===== config.mk =====
export PLATFORM = sky130hd
export DESIGN_NAME = uart_tx_byte
export DESIGN_NICKNAME = d
export VERILOG_FILES = /design/src/rtl/uart_pkg.sv /design/src/rtl/uart_baud_counter.sv /design/src/rtl/uart_tx_byte.sv
export SDC_FILE = /design/constraint.sdc
export NUM_CORES = 1
export LEC_CHECK = 0
export BUFFER_PORTS_ARGS = -buffer_cell sky130_fd_sc_hd__buf_4
export CAP_MARGIN = 25
export CORE_ASPECT_RATIO = 2
export CORE_MARGIN = 2
export CORE_UTILIZATION = 55
export CTS_BUF_LIST = sky130_fd_sc_hd__clkbuf_4
export DETAILED_ROUTE_END_ITERATION = 10
export PLACE_DENSITY = 0.87
export SLEW_MARGIN = 40
export SYNTH_ARGS = -nofsm -noshare
export SYNTH_HDL_FRONTEND = slang
export SYNTH_SLANG_ARGS = --single-unit
export TNS_END_PERCENT = 10

===== constraint.sdc =====
create_clock -name clk_i -period 1.7 [get_ports clk_i]
set_input_delay 0.34 -clock clk_i [delete_from_list [all_inputs] [get_ports clk_i]]
set_output_delay 0.34 -clock clk_i [all_outputs]
set_load 0.1 [all_outputs]

===== src/rtl/uart_pkg.sv =====
// rtl/uart_pkg.sv - shared UART types, frame constants and baud helper
package uart_pkg;

  typedef enum logic [1:0] {
    IDLE  = 2'd0,
    START = 2'd1,
    DATA  = 2'd2,
    STOP  = 2'd3
  } uart_tx_state_e;

  localparam int UartDataBits = 8;
  localparam int UartStopBits = 1;

  // Truncating division; shared with the receiver so both sides agree on the bit period.
  function automatic int uart_clks_per_bit(input int clk_freq_hz, input int baud_rate);
    return clk_freq_hz / baud_rate;
  endfunction

endpackage


===== src/rtl/uart_baud_counter.sv =====
// rtl/uart_baud_counter.sv - bit-period counter, tick on the last cycle of each bit
module uart_baud_counter #(
  parameter int ClksPerBit = 217
) (
  input  logic clk_i,
  input  logic rst_ni,
  input  logic clear_i,
  output logic tick_o
);

  localparam int CntW = $clog2(ClksPerBit);

  logic [CntW-1:0] count_q;

  assign tick_o = (count_q == CntW'(ClksPerBit - 1));

  always_ff @(posedge clk_i) begin
    if (!rst_ni || clear_i) begin
      count_q <= '0;
    end else if (tick_o) begin
      count_q <= '0;
    end else begin
      count_q <= count_q + 1'b1;
    end
  end

endmodule


===== src/rtl/uart_tx_byte.sv =====
// rtl/uart_tx_byte.sv - 8N1 UART transmitter with a one-byte holding buffer
module uart_tx_byte
  import uart_pkg::*;
#(
  parameter int ClkFreqHz = 25_000_000,
  parameter int BaudRate  = 115_200
) (
  input  logic       clk_i,
  input  logic       rst_ni,
  input  logic [7:0] data_i,
  input  logic       valid_i,
  output logic       ready_o,
  output logic       tx_o,
  output logic       busy_o
);

  localparam int ClksPerBit = uart_clks_per_bit(ClkFreqHz, BaudRate);

  if (ClksPerBit < 2) begin : g_bad_baud
    $error("uart_tx_byte: ClksPerBit must be at least 2");
  end

  uart_tx_state_e state_q, state_d;
  logic [7:0]     shifter_q, shifter_d;
  logic [2:0]     bit_cnt_q, bit_cnt_d;
  logic [7:0]     buf_q, buf_d;
  logic           buf_full_q, buf_full_d;
  logic           tx_q, tx_d;
  logic           tick;
  logic           handshake;

  assign ready_o   = !buf_full_q;
  assign handshake = valid_i && ready_o;
  assign busy_o    = (state_q != IDLE) || buf_full_q;
  assign tx_o      = tx_q;

  // Held at zero while idle so the start bit always gets a full period.
  uart_baud_counter #(
    .ClksPerBit(ClksPerBit)
  ) u_baud (
    .clk_i  (clk_i),
    .rst_ni (rst_ni),
    .clear_i(state_q == IDLE),
    .tick_o (tick)
  );

  always_comb begin
    state_d    = state_q;
    shifter_d  = shifter_q;
    bit_cnt_d  = bit_cnt_q;
    buf_d      = buf_q;
    buf_full_d = buf_full_q;

    // A byte arriving on the final stop cycle bypasses the buffer.
    if (handshake && (state_q != IDLE) && !((state_q == STOP) && tick)) begin
      buf_d      = data_i;
      buf_full_d = 1'b1;
    end

    unique case (state_q)
      IDLE: begin
        if (handshake) begin
          shifter_d = data_i;
          state_d   = START;
        end
      end
      START: begin
        if (tick) begin
          bit_cnt_d = '0;
          state_d   = DATA;
        end
      end
      DATA: begin
        if (tick) begin
          shifter_d = {1'b0, shifter_q[7:1]};
          if (bit_cnt_q == 3'(UartDataBits - 1)) begin
            bit_cnt_d = '0;
            state_d   = STOP;
          end else begin
            bit_cnt_d = bit_cnt_q + 1'b1;
          end
        end
      end
      STOP: begin
        if (tick) begin
          if (buf_full_q) begin
            shifter_d  = buf_q;
            buf_full_d = 1'b0;
            state_d    = START;
          end else if (handshake) begin
            shifter_d = data_i;
            state_d   = START;
          end else begin
            state_d = IDLE;
          end
        end
      end
      default: state_d = IDLE;
    endcase

    // The line is registered from the next state so the start bit shows the cycle after acceptance.
    unique case (state_d)
      START:   tx_d = 1'b0;
      DATA:    tx_d = shifter_d[0];
      default: tx_d = 1'b1;
    endcase
  end

  always_ff @(posedge clk_i) begin
    if (!rst_ni) begin
      state_q    <= IDLE;
      shifter_q  <= '0;
      bit_cnt_q  <= '0;
      buf_q      <= '0;
      buf_full_q <= 1'b0;
      tx_q       <= 1'b1;
    end else begin
      state_q    <= state_d;
      shifter_q  <= shifter_d;
      bit_cnt_q  <= bit_cnt_d;
      buf_q      <= buf_d;
      buf_full_q <= buf_full_d;
      tx_q       <= tx_d;
    end
  end

endmodule


# --- Word level (Yosys, flattened, before mapping) ---
# Index checks and enable logic that the tools add are counted.
classes:
  add_sub_neg: 2
  n_eq_ne: 10
  mux: 22
  reduce_logical: 16
op_table:
  columns: ["cell", "count"]
  rows:
  - ["two-way mux 8 bit", 4]
  - ["one-hot mux 8 bit (3 select lines)", 1]
  - ["two-way mux 2 bit", 5]
  - ["two-way mux 3 bit", 3]
  - ["adder 8 x 1 -> 8 bit, second input constant", 1]
  - ["== test 8 bit, second input constant", 1]
  - ["one-hot mux 2 bit (4 select lines)", 1]
  - ["== test 2 bit, second input constant", 3]
  - ["two-way mux 1 bit", 6]
  - ["inequality test 2 bit, second input constant", 3]
  - ["one-hot mux 3 bit (2 select lines)", 1]
  - ["AND reduction 3 bit", 2]
  - ["== test 2 x 1 -> 1 bit, second input constant", 2]
  - ["logical AND 1 bit", 4]
  - ["nonzero test 2 bit", 2]
  - ["adder 3 x 1 -> 3 bit, second input constant", 1]
  - ["== test 3 bit, second input constant", 1]
  - ["zero test 1 bit", 3]
  - ["nonzero test 3 bit", 1]
  - ["zero test 2 bit", 1]
  - ["logical OR 1 bit", 2]
  - ["one-hot mux 1 bit (2 select lines)", 1]
  - ["OR reduction 2 bit", 1]
word_totals:
  ff_bits: 31
  input_bits: 11
  output_inout_bits: 3
  elab_cells: 58

# --- Logic depth before layout (Yosys ltp) ---
depth:
  depth_word: 8
  ltp_mapped: 9
  ltp_nobuf: 7

# --- By module ---
# Synthesis repeated with hierarchy kept, for this count alone.
unflattened:
  hier_cells: 197
  area_unflattened_um2: 1677.9
by_module_without_submodules:
  columns: ["mod", "n_inst", "cells_each", "area_each_um2", "seq_area_each_um2"]
  rows:
  - ["uart_tx_byte", 1, 157, 1310.0, 460.4]
  - ["uart_baud_counter", 1, 40, 367.9, 160.2]

# --- Worst setup path after synthesis ---
# Ideal clock, no wire load.
synth_path:
  path_type: "reg-to-output"
  start: "register buf_full_q"
  end: "output port busy_o"
  t_arrival_ps: 1961
  required_ps: 1360
  slack_ps: -601
  path_stages_with_launch: 4
  n_path_buf: 1
  path_cell_list: "dfxtp_1 clkbuf_1 inv_1 nand2_1"
synth_between:
  elab_chain_cells: 1
synth_lines:
  columns: ["element", "line_no", "source"]
  rows:
  - ["from (decl)", "uart_tx_byte.sv:27", "logic buf_full_q, buf_full_d;"]
  - ["from (signal assigned)", "uart_tx_byte.sv:122", "buf_full_q <= buf_full_d;"]
  - ["logical OR 1 bit", "uart_tx_byte.sv:34", "assign busy_o = (state_q != IDLE) || buf_full_q;"]
  - ["to (decl)", "uart_tx_byte.sv:14", "output logic busy_o"]
# No other way between the ends.

# --- Worst setup path in the final report ---
layout_path:
  start: "register u_baud.count_q[0]"
  end: "register tx_q (netlist: tx_o)"
layout_between:
  elab_chain_cells: 5
  elab_cells_between_ends: 11
  cone_classes: "eq/ne: 3; mux: 8"
layout_lines:
  columns: ["element", "line_no", "source"]
  rows:
  - ["from (decl)", "uart_baud_counter.sv:13", "logic [CntW-1:0] count_q;"]
  - ["from (signal assigned)", "uart_baud_counter.sv:23", "count_q <= count_q + 1'b1;"]
  - ["== test 8 bit *", "uart_baud_counter.sv:15", "assign tick_o = (count_q == CntW'(ClksPerBit - 1));"]
  - ["two-way mux 2 bit, on equally long branches", "uart_tx_byte.sv:85, uart_tx_byte.sv:68, uart_tx_byte.sv:74", null]
  - ["one-hot mux 2 bit (4 select lines)", "uart_tx_byte.sv:60", "unique case (state_q)"]
  - ["== test 2 bit or == test 2 x 1 -> 1 bit (tied branches)", "uart_tx_byte.sv:102", "unique case (state_d)"]
  - ["one-hot mux 1 bit (2 select lines) *", "uart_tx_byte.sv:102", null]
  - ["to (signal assigned)", "uart_tx_byte.sv:123", "tx_q <= tx_d;"]
  - ["to (decl)", "uart_tx_byte.sv:28", "logic tx_q, tx_d;"]
# Every way passes the cells marked *; elsewhere a longest branch is shown, timed or not. The select of a mux whose other input is x is not followed.
# A chain may end at the register's enable or synchronous reset.

==> metrics.md <==
| Metric | Value |
|---|---|
| Bufs on Longest Clock Path | `2` |
| Initial antenna violation count | `0` |
| Worst-margin pin slew | `0.358 ns` |
| Syn avg cell area | `8.34 um^2` |
| Gr ovfl total | `0` |
| Final WS setup | `0.0618 ns` |
| Total core area | `2910 um^2` |
| Layer with the highest usage | `met2` |
| DRC Markers | `0` |
| CTS tree | `yes` |
| Reg2Reg Launch Point | `u_baud.count_q[0]` |
| Final Util | `0.673` |
| Max stage delay on crit path | `0.33 ns` |
| Placed cells | `244` |
| Warnings from Yosys | `0` |
| Startpoint Class | `register` |
| HPWL Detailed | `2900 um` |
| Final Critical Period | `1.64 ns` |
| Cts hold-fix bufs | `0` |
| Crit path from | `u_baud.count_q[0]` |
| Critical Path AT | `1.85 ns` |
| Async S/R FF share, synth | `0` |
| Cell Pwr Density | `780 nW/um^2` |
| Buf+Inv Stages, Crit Path | `2` |
| FF-to-FF setup slack | `0.06 ns` |
| Data required, critical path | `1.91 ns` |
| Vias/cell | `6.12` |
| GRT Util Overall | `0.258` |
| Drt wl/cell | `16.0 um` |
| Fin Clk Skew | `0.0139 ns` |
| HP Class | `primary input to register` |
| R2r worst-path depth | `8` |
| Starting density of the core | `0.562` |
| VDD IR max | `0.000553 V` |
| CTS sink count | `31` |
| Number of I/O pins | `14` |
| Die Height | `81.1 um` |
| Slew Viols, Final | `0` |
| Worst r2r dst | `tx_o` |
| Hold Startpoint | `data_i[5]` |
| Number of clock buffers inserted by TritonCTS | `5` |
| Mapped Cells | `196` |
| Syn nets | `211` |
| Post-synth EDFFs | `0` |
| Final ANT Viol Nets | `0` |
| Final wirelength | `4020 um` |
| Distinct cell type count after synthesis | `38` |
| Fmax | `610 MHz` |
| CP max-delay cell | `dfxtp_2` |
| H-tree Lvls | `2` |
| Clk root buf | `clkbuf_4` |
| Largest net degree at the start of global routing | `18` |
| Delay-heaviest family, CP | `compound AO/OA/AOI/OAI gates` |
| # rows | `28` |
| Worst path cell trace | `inv_2 -> ha_2 -> and4b_4 -> nand2_1 -> buf_4 -> a311oi_1 -> a221o_1 -> a31oi_1` |
| Met2 Track Usage GR | `0.489` |
| Skew-Pair Late Insertion Delay | `0.33 ns` |
| Via count | `1543` |
| CP Depth | `8` |
| I/O Buffers | `13` |
| Status | `completed` |
| Count leader, synth | `dfxtp_1` |
| Synthesized flop and latch total | `31` |
| Number of global-route vias before repair | `1577` |
| Synth top area share | `0.380` |
| Filler cell count | `235` |
| Diode count | `0` |
| DR pass1 iterations | `4` |
| Final #Nets | `236` |
| Die X | `42.5 um` |
| Area of the multi-input gates | `960 um^2` |
| Reg area | `626 um^2` |
| Unrepaired setup endpoints after global routing | `yes` |
| Nature of the critical path endpoint | `register` |
| Area of the mapped netlist | `1630 um^2` |
| Post-synthesis sequential area ratio | `0.380` |
| Area grow syn2layout | `19.8%` |
| Worst-path clk slew | `0.10 ns` |
| Yosys top cell by area | `dfxtp_1` |
| Global-route wire length before repair | `6680 um` |
| Crit-path max FO | `7` |
| Post-synth top flop | `dfxtp_1` |
| Initial DRC count | `35` |
| Max_slew headroom | `0.761` |
| Setup crit end | `tx_o` |
| Met1 Resource Use GR | `0.217` |
| Die ar. | `3450 um^2` |
| GR Util met3 | `0.0556` |
| Crit Path Category | `register to register` |
| Share of cells above drive strength 1 | `0.275` |
| Final cell count without fillers | `252` |
| Smallest hold slack | `0.236 ns` |
| Pleak | `0.000836 uW` |
| Post-synth top cells | `dfxtp_1, nor2_1, a21oi_1` |
| Final Hold Fails | `0` |
| Pre-CTS WS | `-0.0186 ns` |
| Final setup fails | `0` |
| Ranking of synthesized cells by area | `dfxtp_1, nor2_1, a21oi_1, mux2i_1, o21ai_0` |
| Max-cap viol count | `0` |
| Gp weighted congestion | `0.888` |
| Tcrit/Tclk final | `0.964` |
## layout make-up
type / instances / share of cell area
clock buffer: 7 / 0.0268
clock inverter: 1 / 0.00256
inverter: 6 / 0.0134
multi-input combinational: 145 / 0.490
sequential: 31 / 0.319
tap: 30 / 0.0192
timing repair buffer: 32 / 0.128
## per-stage QoR
stage	power [uW]	setup TNS [ns]	cell area (um^2)
2_1_floorplan	999	-0.783	1650
3_3_place_gp	1080	0	1860
3_5_place_dp	1090	-0.0421	1860
4_1_cts	1540	-0.000581	1940
5_1_grt	1600	-0.0323	1960
6_report	1530	0	1960
## worst min-delay path, stage by stage
cell	delay, ns
buf_4	0.08
mux2i_1	0.05
nor2_1	0.07
## worst min path at each step
stage | end | slack, ns | cells past startpoint
finish | buf_q[5] | 0.24 | 3
global placement | buf_q[6] | 0.47 | 2
floorplan | u_baud.count_q[0] | 0.44 | 1
detailed placement | buf_q[3] | 0.49 | 2
CTS | buf_q[5] | 0.23 | 3
global route | buf_q[7] | 0.24 | 3
## repair_timing
| item | in CTS | in global routing |
|---|---|---|
| setup buffers | 1 | 0 |
| resized for setup | 4 | 12 |
| pin swaps | 0 | 3 |
| setup endpoints to repair | 11 | 17 |
## flip-flops by register name (all words and copies together), names as in the netlist
signal	count
bit_cnt_q	3
shifter_q	8
u_baud.count_q	8
state_q	2
buf_q	8
buf_full_q	1
tx_o	1
## routing by layer
layer | routed length [um] | share of wire | up-vias
li1 | - | - | 748
met1 | 1400 | 0.35 | 723
met2 | 2240 | 0.56 | 49
met3 | 171 | 0.043 | 23
met4 | 207 | 0.051 | 0
met5 | 0 | 0 | -
## cells in the final DEF (no fill, tap or decap), types with 7 or more instances in the layout
cell type   n
o21ai_0    12
mux2i_1     8
nand3_1    10
nand2b_1    7
nand2_1    11
a21oi_1    17
nor2_1     22
clkbuf_4    7
dfxtp_1    27
buf_4      30
## logic make-up after synthesis
| kind of cell | share of synthesized area |
|---|---|
| adder cells (fa/ha/maj) | 0.0306 |
| buffers and inverters | 0.0559 |
| flip-flops | 0.380 |
| multiplexers | 0.0559 |
| AO/OA/AOI/OAI | 0.220 |
| XOR/XNOR | 0.0375 |
| AND/OR/NAND/NOR | 0.221 |
## power by group
part	switching [uW]	leakage, uW	internal (uW)
sequential	23.6	0.000255	761
clock	244	0.0000361	193
combinational	180	0.000545	127
Power figures use the tool's default switching activity.
